$ cat config.mk
export PLATFORM = sky130hd
export DESIGN_NAME = jt6295_cmd
export DESIGN_NICKNAME = d
export VERILOG_FILES = /design/src/rtl/jt6295_pkg.sv /design/src/rtl/jt6295_cmd_hdr.sv /design/src/rtl/jt6295_cmd.sv
export SDC_FILE = /design/constraint.sdc
export NUM_CORES = 1
export LEC_CHECK = 0
export BUFFER_PORTS_ARGS = -buffer_cell sky130_fd_sc_hd__buf_2
export CAP_MARGIN = 20
export CORE_ASPECT_RATIO = 0.7
export CORE_MARGIN = 10
export CORE_UTILIZATION = 46
export CTS_CLUSTER_SIZE = 24
export DETAILED_ROUTE_END_ITERATION = 16
export GPL_ROUTABILITY_DRIVEN = 0
export GPL_TIMING_DRIVEN = 0
export PLACE_DENSITY_LB_ADDON = 0.05
export SYNTH_ARGS = -nofsm -noshare
export SYNTH_HDL_FRONTEND = slang
export SYNTH_SLANG_ARGS = --single-unit
$ cat constraint.sdc
create_clock -name clk -period 1.85 [get_ports clk]
set_input_delay 0.37 -clock clk [delete_from_list [all_inputs] [get_ports clk]]
set_output_delay 0.37 -clock clk [all_outputs]
set_load 0.05 [all_outputs]
$ cat src/rtl/jt6295_pkg.sv
// jt6295_pkg: FSM encoding and header geometry shared by the JT6295 command front end
package jt6295_pkg;

    typedef enum logic [1:0] {
        ST_IDLE,
        ST_WAIT_ATT,
        ST_FETCH,
        ST_ISSUE
    } state_t;

    localparam int HDR_BYTES = 6;
    localparam int HDR_SHIFT = 3;
    localparam int ADDR_W    = 18;

endpackage

$ cat src/rtl/jt6295_cmd_hdr.sv
// jt6295_cmd_hdr: fetches the 6-byte phrase header from ROM and assembles start/stop addresses
module jt6295_cmd_hdr
    import jt6295_pkg::*;
(
    input  logic              clk,
    input  logic              rst,
    input  logic              go_i,
    input  logic [6:0]        phrase_i,
    input  logic [7:0]        rom_data_i,
    input  logic              rom_ok_i,
    output logic              rom_cs_o,
    output logic [ADDR_W-1:0] rom_addr_o,
    output logic              done_o,
    output logic [ADDR_W-1:0] hdr_start_o,
    output logic [ADDR_W-1:0] hdr_stop_o
);

    localparam int SH_W = (HDR_BYTES - 1) * 8;

    logic            act_q, act_d;
    logic [2:0]      k_q, k_d;
    logic [SH_W-1:0] sh_q, sh_d;
    logic            take;
    logic            unused_b0_hi;

    assign take         = act_q & rom_ok_i;
    assign done_o       = take & (k_q == 3'(HDR_BYTES - 1));
    assign rom_cs_o     = act_q;
    assign rom_addr_o   = ADDR_W'({phrase_i, HDR_SHIFT'(0)}) + ADDR_W'(k_q);
    assign hdr_start_o  = {sh_q[33:32], sh_q[31:16]};
    assign hdr_stop_o   = {sh_q[9:8], sh_q[7:0], rom_data_i};
    assign unused_b0_hi = ^sh_q[SH_W-1:34];

    // Restart on go, then shift in one byte per accepted ROM beat until the last one
    always_comb begin
        act_d = go_i | (act_q & ~done_o);
        k_d   = go_i ? 3'd0 : take ? k_q + 3'd1 : k_q;
        sh_d  = take ? {sh_q[SH_W-9:0], rom_data_i} : sh_q;
    end

    // Fetch state registers
    always_ff @(posedge clk) begin
        if (rst) begin
            act_q <= 1'b0;
            k_q   <= 3'd0;
            sh_q  <= '0;
        end else begin
            act_q <= act_d;
            k_q   <= k_d;
            sh_q  <= sh_d;
        end
    end

endmodule

$ cat src/rtl/jt6295_cmd.sv
// jt6295_cmd: MSM6295 CPU command decoder and start/stop driver; JT6295_HDR_CHECK_EN discards bad headers
module jt6295_cmd
    import jt6295_pkg::*;
(
    input  logic              clk,
    input  logic              rst,
    input  logic              cen_i,
    input  logic              wrn_i,
    input  logic [7:0]        din_i,
    output logic [7:0]        dout_o,
    input  logic [3:0]        busy_i,
    output logic              rom_cs_o,
    output logic [ADDR_W-1:0] rom_addr_o,
    input  logic [7:0]        rom_data_i,
    input  logic              rom_ok_i,
    output logic [ADDR_W-1:0] start_addr_o,
    output logic [ADDR_W-1:0] stop_addr_o,
    output logic [3:0]        att_o,
    output logic [3:0]        start_o,
    output logic [3:0]        stop_o
);

    state_t            state_q, state_d;
    logic [6:0]        phrase_q, phrase_d;
    logic [3:0]        chmask_q, chmask_d;
    logic [3:0]        att_l_q, att_l_d;
    logic [3:0]        att_q, att_d;
    logic [ADDR_W-1:0] start_addr_q, start_addr_d;
    logic [ADDR_W-1:0] stop_addr_q, stop_addr_d;
    logic [3:0]        start_q, start_d;
    logic [3:0]        stop_q, stop_d;
    logic              go, done, hdr_bad, wr, stop_wr;
    logic [ADDR_W-1:0] hdr_start, hdr_stop;

    assign wr           = ~wrn_i;
    assign stop_wr      = wr & ~din_i[7] & (state_q != ST_WAIT_ATT);
    assign dout_o       = {4'h0, busy_i};
    assign att_o        = att_q;
    assign start_addr_o = start_addr_q;
    assign stop_addr_o  = stop_addr_q;
    assign start_o      = start_q;
    assign stop_o       = stop_q;

`ifdef JT6295_HDR_CHECK_EN
    assign hdr_bad = (hdr_start >= hdr_stop) || (hdr_start == '0);
`else
    assign hdr_bad = 1'b0;
`endif

    jt6295_cmd_hdr u_hdr (
        .clk         (clk),
        .rst         (rst),
        .go_i        (go),
        .phrase_i    (phrase_q),
        .rom_data_i  (rom_data_i),
        .rom_ok_i    (rom_ok_i),
        .rom_cs_o    (rom_cs_o),
        .rom_addr_o  (rom_addr_o),
        .done_o      (done),
        .hdr_start_o (hdr_start),
        .hdr_stop_o  (hdr_stop)
    );

    // Command FSM; a stop written on a cen cycle survives into the next cen window
    always_comb begin
        state_d      = state_q;
        phrase_d     = phrase_q;
        chmask_d     = chmask_q;
        att_l_d      = att_l_q;
        att_d        = att_q;
        start_addr_d = start_addr_q;
        stop_addr_d  = stop_addr_q;
        start_d      = start_q;
        go           = 1'b0;
        stop_d       = (cen_i ? 4'd0 : stop_q) | (stop_wr ? din_i[6:3] : 4'd0);
        case (state_q)
            ST_IDLE: begin
                if (wr && din_i[7]) begin
                    phrase_d = din_i[6:0];
                    state_d  = ST_WAIT_ATT;
                end
            end
            ST_WAIT_ATT: begin
                if (wr) begin
                    chmask_d = din_i[7:4];
                    att_l_d  = din_i[3:0];
                    go       = 1'b1;
                    state_d  = ST_FETCH;
                end
            end
            ST_FETCH: begin
                if (done) begin
                    start_addr_d = hdr_start;
                    stop_addr_d  = hdr_stop;
                    att_d        = att_l_q;
                    start_d      = hdr_bad ? 4'd0 : chmask_q & ~busy_i;
                    state_d      = hdr_bad ? ST_IDLE : ST_ISSUE;
                end
            end
            ST_ISSUE: begin
                if (cen_i) begin
                    start_d = 4'd0;
                    state_d = ST_IDLE;
                end
            end
            default: state_d = ST_IDLE;
        endcase
    end

    // Command state registers
    always_ff @(posedge clk) begin
        if (rst) begin
            state_q      <= ST_IDLE;
            phrase_q     <= '0;
            chmask_q     <= '0;
            att_l_q      <= '0;
            att_q        <= '0;
            start_addr_q <= '0;
            stop_addr_q  <= '0;
            start_q      <= '0;
            stop_q       <= '0;
        end else begin
            state_q      <= state_d;
            phrase_q     <= phrase_d;
            chmask_q     <= chmask_d;
            att_l_q      <= att_l_d;
            att_q        <= att_d;
            start_addr_q <= start_addr_d;
            stop_addr_q  <= stop_addr_d;
            start_q      <= start_d;
            stop_q       <= stop_d;
        end
    end

endmodule

==> flow_summary.json <==
{
  "status": "complete, no violations",
  "grt-ovfl-total": 0,
  "critical_path.top_delay_family": "buffers and inverters",
  "startpoint_type": "flip-flop",
  "postCtsSetupBuffers": 0,
  "drive_gt1_share_pct": 21.5,
  "fin_nets": 624,
  "wirelength_met1_um": 5670,
  "ctsHoldBuffers": 0,
  "dieArea_mm2": 0.0130,
  "vias": 3622,
  "synth_cell_type_count": 27,
  "wl_per_cell_um": 15.5,
  "worstSetupPathType": "reg2reg",
  "min_to": "u_hdr.sh_q[2]",
  "numCtsBuffers": 9,
  "cp-end-kind": "flip-flop",
  "cts_sinks": 103,
  "critPathArrivalTime_ns": 1.99,
  "hp-class": "in2reg",
  "cts_tree": "built",
  "critPathMostFrequentCell": "inv_1",
  "grt_setup_unrepaired": "false",
  "hold_viol": 0,
  "htreeDepth": 3,
  "drt-initial-drc-count": 186,
  "grt_max_degree": 15,
  "clk_pin_slew_ns": 0.06,
  "antenna_found_initial": 0,
  "clk_latency_ns": 0.34,
  "antenna_cells": 0,
  "grt_use_total_pct": 16.7,
  "syn_area_per_cell_um2": 8.32,
  "setup_tns_ns": 0,
  "synth_seq_cells": 103,
  "fin_crit_ns": 1.72,
  "crit_slowest_cell": "dfxtp_1",
  "finalPower_uw": 5210,
  "place_hpwl_um": 8370,
  "port_buffers": 87,
  "maxSlewHeadroom_pct": 62.7,
  "fillers": 804,
  "die_y_um": 98.3,
  "cts_root_buf": "clkbuf_16",
  "place_area_mm2": 0.00466,
  "max_freq_mhz": 583,
  "worst-r2r-cell-count": 6,
  "drc": 0,
  "firstDrtPassIters": 4,
  "max_slew.worst_pin.slew_ns": 0.559,
  "synth_warnings": 0,
  "wl_met3_um": 743,
  "highest_layer": "met4",
  "grt_pass1_vias": 3429,
  "leakage_uw": 0.00200,
  "r2r_slack_ns": 0.13,
  "crit_buf_inv": 3,
  "design_area_mm2": 0.00491,
  "die_w_um": 132,
  "cap_violations": 0,
  "wl_um": 11100,
  "r2r_end": "stop_addr_o[7]",
  "clk_path_buf_depth": 2,
  "report.final.slew_viol_count": 0,
  "ant_nets": 0,
  "grt_first_pass_wirelength_um": 17900,
  "synth-seq-area-share_pct": 51.2,
  "coreArea_mm2": 0.00848,
  "worstHoldPathCells": 3,
  "fp-row-count": 28,
  "worstPathCellList": "inv_1 > ha_2 > inv_1 > clkbuf_1 > o21ai_0 > a21oi_1",
  "min_from": "rom_data_i[2]",
  "via_per_inst": 5.07,
  "reg2reg_from": "state_q[0]",
  "critical_path.max_stage_delay_ns": 0.37,
  "ctsResizeCount": 1,
  "initial_core_util_pct": 47.5,
  "crit_required_ns": 2.12,
  "powerDensity_mw_per_mm2": 1060,
  "final_common_cell": "dfxtp_1",
  "place_ws_ns": -0.0981,
  "io_pins": 100,
  "crit_fanout": 10,
  "area_delta_synth_final_pct": 21.8,
  "max-vdd-ir-drop_mv": 0.504,
  "finClkSkew_ns": 0.00552,
  "wl_met2_um": 4540,
  "syn_inst": 484,
  "syn-cell-area_mm2": 0.00403,
  "mostFrequentLayoutCells": "dfxtp_1, buf_2, a21oi_1",
  "fin_ws_ns": 0.134,
  "setup_violations": 0,
  "period_share_pct": 92.8
}
==> synth_stat cells, drive strengths merged <==
library cell,count,area share [%]
dfxtp,103,51
a21oi,88,11
nand2,85,7.9
nand3,42,5.2
o21ai,40,5.0
clkbuf,30,2.8
buf,25,4.1
nor2,14,1.3
mux2i,13,3.2
nand2b,8,1.2
ha,7,2.2
nor2b,6,0.93
inv,4,0.37
nand3b,4,0.75
nor3,3,0.37
a2111oi,2,0.43
a211oi,1,0.19
a21o,1,0.19
a221o,1,0.25
and2,1,0.16
and4,1,0.22
conb,1,0.093
nand4,1,0.31
or4b,1,0.25
xnor2,1,0.22
xor2,1,0.22
==> tightest hold or removal path, delay by kind of cell <==
| family | cells | cell delay (ns) |
|---|---|---|
| AOI/OAI and AO/OA | 1 | 0.05 |
| buffers and inverters | 1 | 0.11 |
| and+or+nand+nor | 1 | 0.05 |
==> state kept, by name, indices dropped and copies added, names as in the netlist <==
register	flops
att_l_q	4
att_o	4
chmask_q	4
phrase_q	7
start_addr_o	18
start_o	4
state_q	2
stop_addr_o	18
stop_o	4
u_hdr.k_q	3
u_hdr.rom_cs_o	1
u_hdr.sh_q	34
==> worst max-delay path by stage <==
stage | start | endpoint | slack (ns) | cells after the start
global route | state_q[0] | att_o[2] | 0.02 | 6
detailed placement | state_q[0] | start_o[2] | -0.1 | 6
floorplan | u_hdr.k_q[0] | state_q[0] | 0.03 | 4
global placement | state_q[0] | start_o[1] | -0.02 | 6
finish | state_q[0] | stop_addr_o[7] | 0.13 | 6
CTS | state_q[0] | stop_addr_o[8] | 0.04 | 6
==> per-layer routing <==
metal	track usage, %	up-vias
met5	0	-
met4	4.60	0
met3	5.73	13
met2	23.8	104
met1	23.2	1671
li1	-	1834
==> through the flow <==
| stage | hold WS, ns | std cells | util [%] |
|---|---|---|---|
| 2_1_floorplan | 0.431 | 495 | - |
| 3_3_place_gp | 0.442 | 702 | 54.9 |
| 3_5_place_dp | 0.444 | 702 | 54.9 |
| 4_1_cts | 0.271 | 715 | 57.8 |
| 5_1_grt | 0.282 | 715 | 57.9 |
| 6_report | 0.282 | 715 | 57.9 |
==> cells by family (layout without fill, tap and decap cells) <==
family / after synthesis / after routing / synth area share, %
simple gates: 166 / 166 / 18.7
other cells: 1 / 12 / 0.0931
buf+inv: 59 / 159 / 7.27
fa+ha+maj: 7 / 7 / 2.17
xor+xnor: 2 / 2 / 0.435
flops: 103 / 103 / 51.2
compound gates: 133 / 133 / 17.0
mux: 13 / 13 / 3.23
==> report_power, final <==
| part | switching [uW] | internal, uW | total [uW] |
|---|---|---|---|
| Clock | 771 | 894 | 1670 |
| Sequential | 73.8 | 2310 | 2390 |
| Combinational | 825 | 335 | 1160 |
==> layout make-up <==
cell class | instances | area [um^2] | area share, %
buffer | 54 | 275 | 5.61
clock buffer | 12 | 236 | 4.82
clock inverter | 2 | 10.0 | 0.204
inverter | 4 | 15.0 | 0.306
multi-input combinational | 333 | 1720 | 35.1
sequential | 103 | 2060 | 42.0
tap | 120 | 150 | 3.06
timing repair buffer | 87 | 435 | 8.88
Note: power is estimated with default switching activity, not from simulation.
